<file path="config.mk">
export PLATFORM = sky130hd
export DESIGN_NAME = parking_slot_detector
export DESIGN_NICKNAME = d
export VERILOG_FILES = /design/src/rtl/parking_slot_detector.sv
export SDC_FILE = /design/constraint.sdc
export NUM_CORES = 1
export LEC_CHECK = 0
export ABC_AREA = 0
export BUFFER_PORTS_ARGS = -buffer_cell sky130_fd_sc_hd__buf_2
export CORE_UTILIZATION = 45
export DETAILED_ROUTE_END_ITERATION = 7
export SETUP_SLACK_MARGIN = 0.1
export SLEW_MARGIN = 20
export SYNTH_ARGS = -nofsm -noshare
export SYNTH_HDL_FRONTEND = slang
export SYNTH_SLANG_ARGS = --single-unit
</file>
<file path="constraint.sdc">
create_clock -name clk -period 6.9 [get_ports clk]
set_input_delay 0.69 -clock clk [delete_from_list [all_inputs] [get_ports clk]]
set_output_delay 0.69 -clock clk [all_outputs]
set_load 0.02 [all_outputs]
</file>
<file path="src/rtl/parking_slot_detector.sv">
// Purpose : four-slot parking occupancy detector; debounces each raw sensor and
//           emits one-cycle entry/exit pulses plus free-slot count and full flag.
// Latency : DEBOUNCE_CYCLES+3 edges from first sampled sensor change to pulse.
// Backpressure : none; pulses are fire-and-forget, the consumer must sample each cycle.
//
// Ports:
//   clk          system clock, all state updates on the rising edge
//   reset_n      synchronous active-low reset
//   sensor_raw   raw per-slot sensors (1 = car present), asynchronous, may bounce
//   slot_enable  per-slot enable (0 = out of service, slot forced EMPTY)
//   car_entry    one-cycle pulse per slot on accepted arrival
//   car_exit     one-cycle pulse per slot on accepted departure
//   occupied     per-slot debounced occupancy
//   free_count   number of unoccupied slots (0..4)
//   full         high when no slot is free
module parking_slot_detector #(
  parameter int DEBOUNCE_CYCLES = 16
) (
  input  logic       clk,
  input  logic       reset_n,
  input  logic [3:0] sensor_raw,
  input  logic [3:0] slot_enable,
  output logic [3:0] car_entry,
  output logic [3:0] car_exit,
  output logic [3:0] occupied,
  output logic [2:0] free_count,
  output logic       full
);

  typedef enum logic [1:0] {
    EMPTY       = 2'd0,
    ARRIVE_WAIT = 2'd1,
    OCCUPIED    = 2'd2,
    LEAVE_WAIT  = 2'd3
  } slot_state_t;

  // Terminal count: the state changes on the edge that sees the counter here,
  // so the counter itself never passes this value and cannot wrap.
  localparam logic [15:0] LAST = 16'(DEBOUNCE_CYCLES - 1);

  logic [3:0]  sync_meta;
  logic [3:0]  sync;
  slot_state_t state [4];
  logic [15:0] cnt   [4];

  always_ff @(posedge clk) begin
    if (!reset_n) begin
      sync_meta <= '0;
      sync      <= '0;
      car_entry <= '0;
      car_exit  <= '0;
      for (int i = 0; i < 4; i++) begin
        state[i] <= EMPTY;
        cnt[i]   <= '0;
      end
    end else begin
      sync_meta <= sensor_raw;
      sync      <= sync_meta;
      car_entry <= '0;
      car_exit  <= '0;
      for (int i = 0; i < 4; i++) begin
        if (!slot_enable[i]) begin
          // Taking a slot out of service counts as a departure only if a car
          // had already been accepted there.
          state[i] <= EMPTY;
          cnt[i]   <= '0;
          if (state[i] == OCCUPIED || state[i] == LEAVE_WAIT)
            car_exit[i] <= 1'b1;
        end else begin
          unique case (state[i])
            EMPTY: begin
              if (sync[i]) begin
                state[i] <= ARRIVE_WAIT;
                cnt[i]   <= '0;
              end
            end
            ARRIVE_WAIT: begin
              if (!sync[i]) begin
                state[i] <= EMPTY;
              end else if (cnt[i] == LAST) begin
                state[i]     <= OCCUPIED;
                car_entry[i] <= 1'b1;
              end else if (cnt[i] < LAST) begin
                cnt[i] <= cnt[i] + 16'd1;
              end
            end
            OCCUPIED: begin
              if (!sync[i]) begin
                state[i] <= LEAVE_WAIT;
                cnt[i]   <= '0;
              end
            end
            LEAVE_WAIT: begin
              if (sync[i]) begin
                state[i] <= OCCUPIED;
              end else if (cnt[i] == LAST) begin
                state[i]    <= EMPTY;
                car_exit[i] <= 1'b1;
              end else if (cnt[i] < LAST) begin
                cnt[i] <= cnt[i] + 16'd1;
              end
            end
            default: begin
              state[i] <= EMPTY;
              cnt[i]   <= '0;
            end
          endcase
        end
      end
    end
  end

  // Occupancy is a pure decode of the state registers; LEAVE_WAIT still counts
  // as occupied until the departure is accepted.
  logic [2:0] occ_sum;

  always_comb begin
    occ_sum = '0;
    for (int i = 0; i < 4; i++) begin
      occupied[i] = (state[i] == OCCUPIED) || (state[i] == LEAVE_WAIT);
      occ_sum     = occ_sum + {2'b00, occupied[i]};
    end
    free_count = 3'd4 - occ_sum;
    full       = (free_count == 3'd0);
  end

endmodule

</file>
* Yosys cells after proc, flatten, opt, wreduce, memory -nomap -nowiden
Memory sizes are Yosys's and may differ from the RTL's. Cells that the tools add are included.
Cells by class: bitwise gates (word level) 48, add/subtract/negate cells 8, eq/ne operators 16, $lt $le $gt $ge 4, reduce and logical (&&, ||, !) cells 9, muxes and demuxes 233
Operators with widths (count):
- $mux W16 | 20
- $mux W1 | 185
- $add A16 B1 Y16 const B | 4
- $eq A16 B4 Y1 const B | 4
- $lt A16 B4 Y1 const B | 4
- $mux W2 | 28
- $or A1 B1 Y1 | 48
- $eq A2 B2 Y1 const B | 8
- $eq A2 B1 Y1 const B | 4
- $logic_not A2 Y1 | 4
- $logic_or A1 B1 Y1 | 4
- $add A2 B1 Y3 | 1
- $add A3 B1 Y3 | 1
- $logic_not A3 Y1 | 1
- $sub A3 B3 Y3 const A | 1
- $add A1 B1 Y2 | 1
Storage, ports and cells: input port bits 10, memories kept 2, word-level logic and storage cells 324, output and inout port bits 16, flip-flop bits (word level) 16, RAM bits 72
Memories:
- cnt | words 4, width 16, read ports 4, clocked after memory_dff 0, write ports 4, RTL line 44 | logic [15:0] cnt [4];
- state | words 4, width 2, read ports 4, clocked after memory_dff 0, write ports 4, RTL line 43 | slot_state_t state [4];

* Longest topological paths before layout
depth in word-level cells 11, depth in mapped cells 6, mapped depth without buffers 5

* Worst setup path after synthesis
Ideal clock, no wire load.
path kind register -> output, from mem state[2][1] (netlist bit), to out full, stages on the path, launching flop included 7, setup slack 4.138 ns, data arrival time 2.072 ns, required time 6.210 ns, path buffers 1, path through edfxtp_1 -> buf_2 -> inv_1 -> fa_1 -> ha_1 -> ha_1 -> nor3_1
RTL lines:
- start: declaration | RTL line 43
- end: declaration | RTL line 27 | output logic full

==> results.sh <==
export IMPL_outcome="completed"
export IMPL_num_vias=2018
export IMPL_areaGrowthSynthToFinish_pct=16.33
export IMPL_p_int_w=0.0008234
export IMPL_yosys_cell_count_top_type="edfxtp_1"
export IMPL_io_buffers=25
export IMPL_cp_arrival_ns=2.31
export IMPL_min_path_cells=1
export IMPL_cts_sinks=88
export IMPL_routabilityCongestion=0.8233
export IMPL_die_w_um=91.46
export IMPL_seqPwrFrac_pct=59.3
export IMPL_timing_final_crit_share_pct=43.42
export IMPL_grt_pass1_wl_um=9225
export IMPL_finalPower_w=0.001088
export IMPL_ys_ff_latch=88
export IMPL_asyncSetResetFlopFracSynth_pct=0
export IMPL_drtPass1Iterations=4
export IMPL_root_buffer="clkbuf_8"
export IMPL_cp_required_ns=6.21
export IMPL_p_leak_nw=1.578
export IMPL_finalHoldViolations=0
export IMPL_io_pins=26
export IMPL_die_y_um=91.46
export IMPL_die_area_um2=8364
export IMPL_via_per_inst=4.661
export IMPL_grt_start_max_net_pins=27
export IMPL_setup_violations=0
export IMPL_synth_edf_count=72
export IMPL_startpoint="state[2][1]"
export IMPL_antenna_found_initial=0
export IMPL_netlist_area_um2=3601
export IMPL_core_rowCount=32
export IMPL_rsz0062_at_grt="false"
export IMPL_holdWs_ns=0.4345
export IMPL_htreeDepth=3
export IMPL_cts_reportedPaths_clkPinSlew_ns=0.08
export IMPL_startpoint_type="flip-flop"
export IMPL_cts_buffers=9
export IMPL_start_util_pct=46.60
export IMPL_crit_type="reg2out"
export IMPL_ys_flop_type="edfxtp_1"
export IMPL_tightest_slew_ns=0.5030
export IMPL_cts_tree="yes"
export IMPL_dp_hpwl_um=3686
export IMPL_drt_wirelength_per_cell_um=12.49
export IMPL_first_iter_violations=81
export IMPL_coreArea_um2=7727
export IMPL_setup_tns_final_ns=0
export IMPL_p_clk_share_pct=30.9
export IMPL_holdBufCountCts=0
export IMPL_yosysTopAreaCell="edfxtp_1"
export IMPL_synthTopCellsByCount="edfxtp_1, nor3_1, nand3_1, dfxtp_1, and2_1"
export IMPL_max_freq_mhz=333.8
export IMPL_ys_seq_area_share_pct=68.94
export IMPL_synth_area_per_cell_um2=14.35
export IMPL_overflow=0
export IMPL_r2r_start="state[1][1]"
export IMPL_clk_path_buf_depth=2
export IMPL_max_slew_margin_pct=66.47
export IMPL_drive_gt1_share_pct=16.31
export IMPL_fin_worst_skew_ns=0.01459
export IMPL_irDropWorstVdd_uv=126.9
export IMPL_grt_pass1_vias=1989
export IMPL_switching_share_pct=24.34
export IMPL_finalCriticalPeriod_ns=2.996
export IMPL_final_max_slew_viol_count=0
export IMPL_wl_um=5410
export IMPL_nets=343
export IMPL_ant_nets=0
export IMPL_yosysUniqueCellTypes=38
export IMPL_crit_path_end_kind="output pin"
export IMPL_synth_warnings=0
export IMPL_cp_max_fo=7
export IMPL_drv_cap=0
export IMPL_worst_skew_pair_late_latency_ns=0.35
export IMPL_min_delay_start="sync_meta[3]"
export IMPL_hp_class="reg2reg"
export IMPL_synth_area_leaders="edfxtp_1, dfxtp_1, nor3_1"
export IMPL_grt_usage_pct=14.40
export IMPL_r2r_cells=4
export IMPL_switchingPower_w=0.0002648
export IMPL_drc_errors=0
export IMPL_post_cts_buffers=0
export IMPL_synthCells=251
export IMPL_p_comb_share_pct=9.7
export IMPL_synth_top_area_share_pct=60.04
export IMPL_antenna_cells=0
export IMPL_cts_resized=0
export IMPL_p_per_area_nw_per_um2=259.8
worst max-delay path, stage by stage (launching register included):
cell and delay (ns):
edfxtp_1 0.50, inv_1 0.15, fa_1 0.43, ha_1 0.19
ha_1 0.30, nor3_1 0.19, buf_2 0.20
logic make-up (layout without fill, tap and decap cells):
kind of cell / count (synthesis) / count (layout) / share of synthesized area (%)
and+or+nand+nor: 99 / 99 / 17.86
DFF: 88 / 88 / 68.94
buffers and inverters: 22 / 55 / 2.537
xor gates and xnor gates: 18 / 18 / 4.587
AOI/OAI and AO/OA: 16 / 16 / 3.336
adders and majority gates: 7 / 7 / 2.641
other: 1 / 48 / 0.1041
flip-flops by register name, summed over array words and instances (netlist names):
signal	cells
cnt	64
state	8
car_entry	4
car_exit	4
sync	4
sync_meta	4
power groups by stage:
stage / Clock, W / Combinational [W] / Sequential, W
after floorplan: 0 / 0.0000842 / 0.000648
after global placement: 0 / 0.000105 / 0.000657
after detailed placement: 0 / 0.000106 / 0.000659
after CTS: 0.000350 / 0.000107 / 0.000646
after global routing: 0.000367 / 0.000118 / 0.000652
final: 0.000337 / 0.000106 / 0.000646
metrics by stage:
step	area, um^2	worst slack, ns	std cells	utilization [%]
after floorplan	3777	4.138	298	-
after global placement	4006	4.240	417	51.85
after detailed placement	4006	4.273	417	51.85
after CTS	4189	3.894	433	54.21
after global routing	4189	3.796	433	54.21
final	4189	3.904	433	54.21
path summary, 6_finish.rpt:
path,endpoint,slack (ns)
worst min-delay path,sync[3],0.43
worst max-delay path,full,3.90
worst min register to register,sync[3],0.43
worst max register to register,cnt[1][0],4.76
layout make-up:
class	instances	area [um^2]
clock buffers	12	135.1
clock inverters	4	47.55
fillers	673	3538
inverters	10	37.54
multi-input cells	188	1204
flip-flops and latches	88	2482
well taps	102	127.6
repair buffers	29	155.1
cell usage in the layout, fill, tap and decap left out, types with 3 or more instances in the layout:
cell / instances
and3_1: 5
buf_4: 4
conb_1: 48
nor4_2: 7
nand4_1: 4
nand2_1: 10
xor2_1: 8
xnor2_1: 9
o22ai_1: 3
o221ai_1: 3
dfxtp_1: 16
and2_1: 11
inv_1: 10
nor3_1: 26
nand4b_1: 4
ha_1: 6
clkbuf_8: 9
nand3_1: 18
clkbuf_1: 3
nor4_1: 4
edfxtp_1: 72
buf_2: 25
routing by layer:
| metal | share of wire, % | vias up | global-route usage (%) |
|---|---|---|---|
| met4 | 1.4 | 0 | 7.672 |
| met2 | 45 | 32 | 21.55 |
| met3 | 3.1 | 6 | 3.183 |
| met1 | 50 | 926 | 19.55 |
| met5 | 0 | - | 0 |
| li1 | - | 1054 | - |
Note: power is estimated with default switching activity, not from simulation.
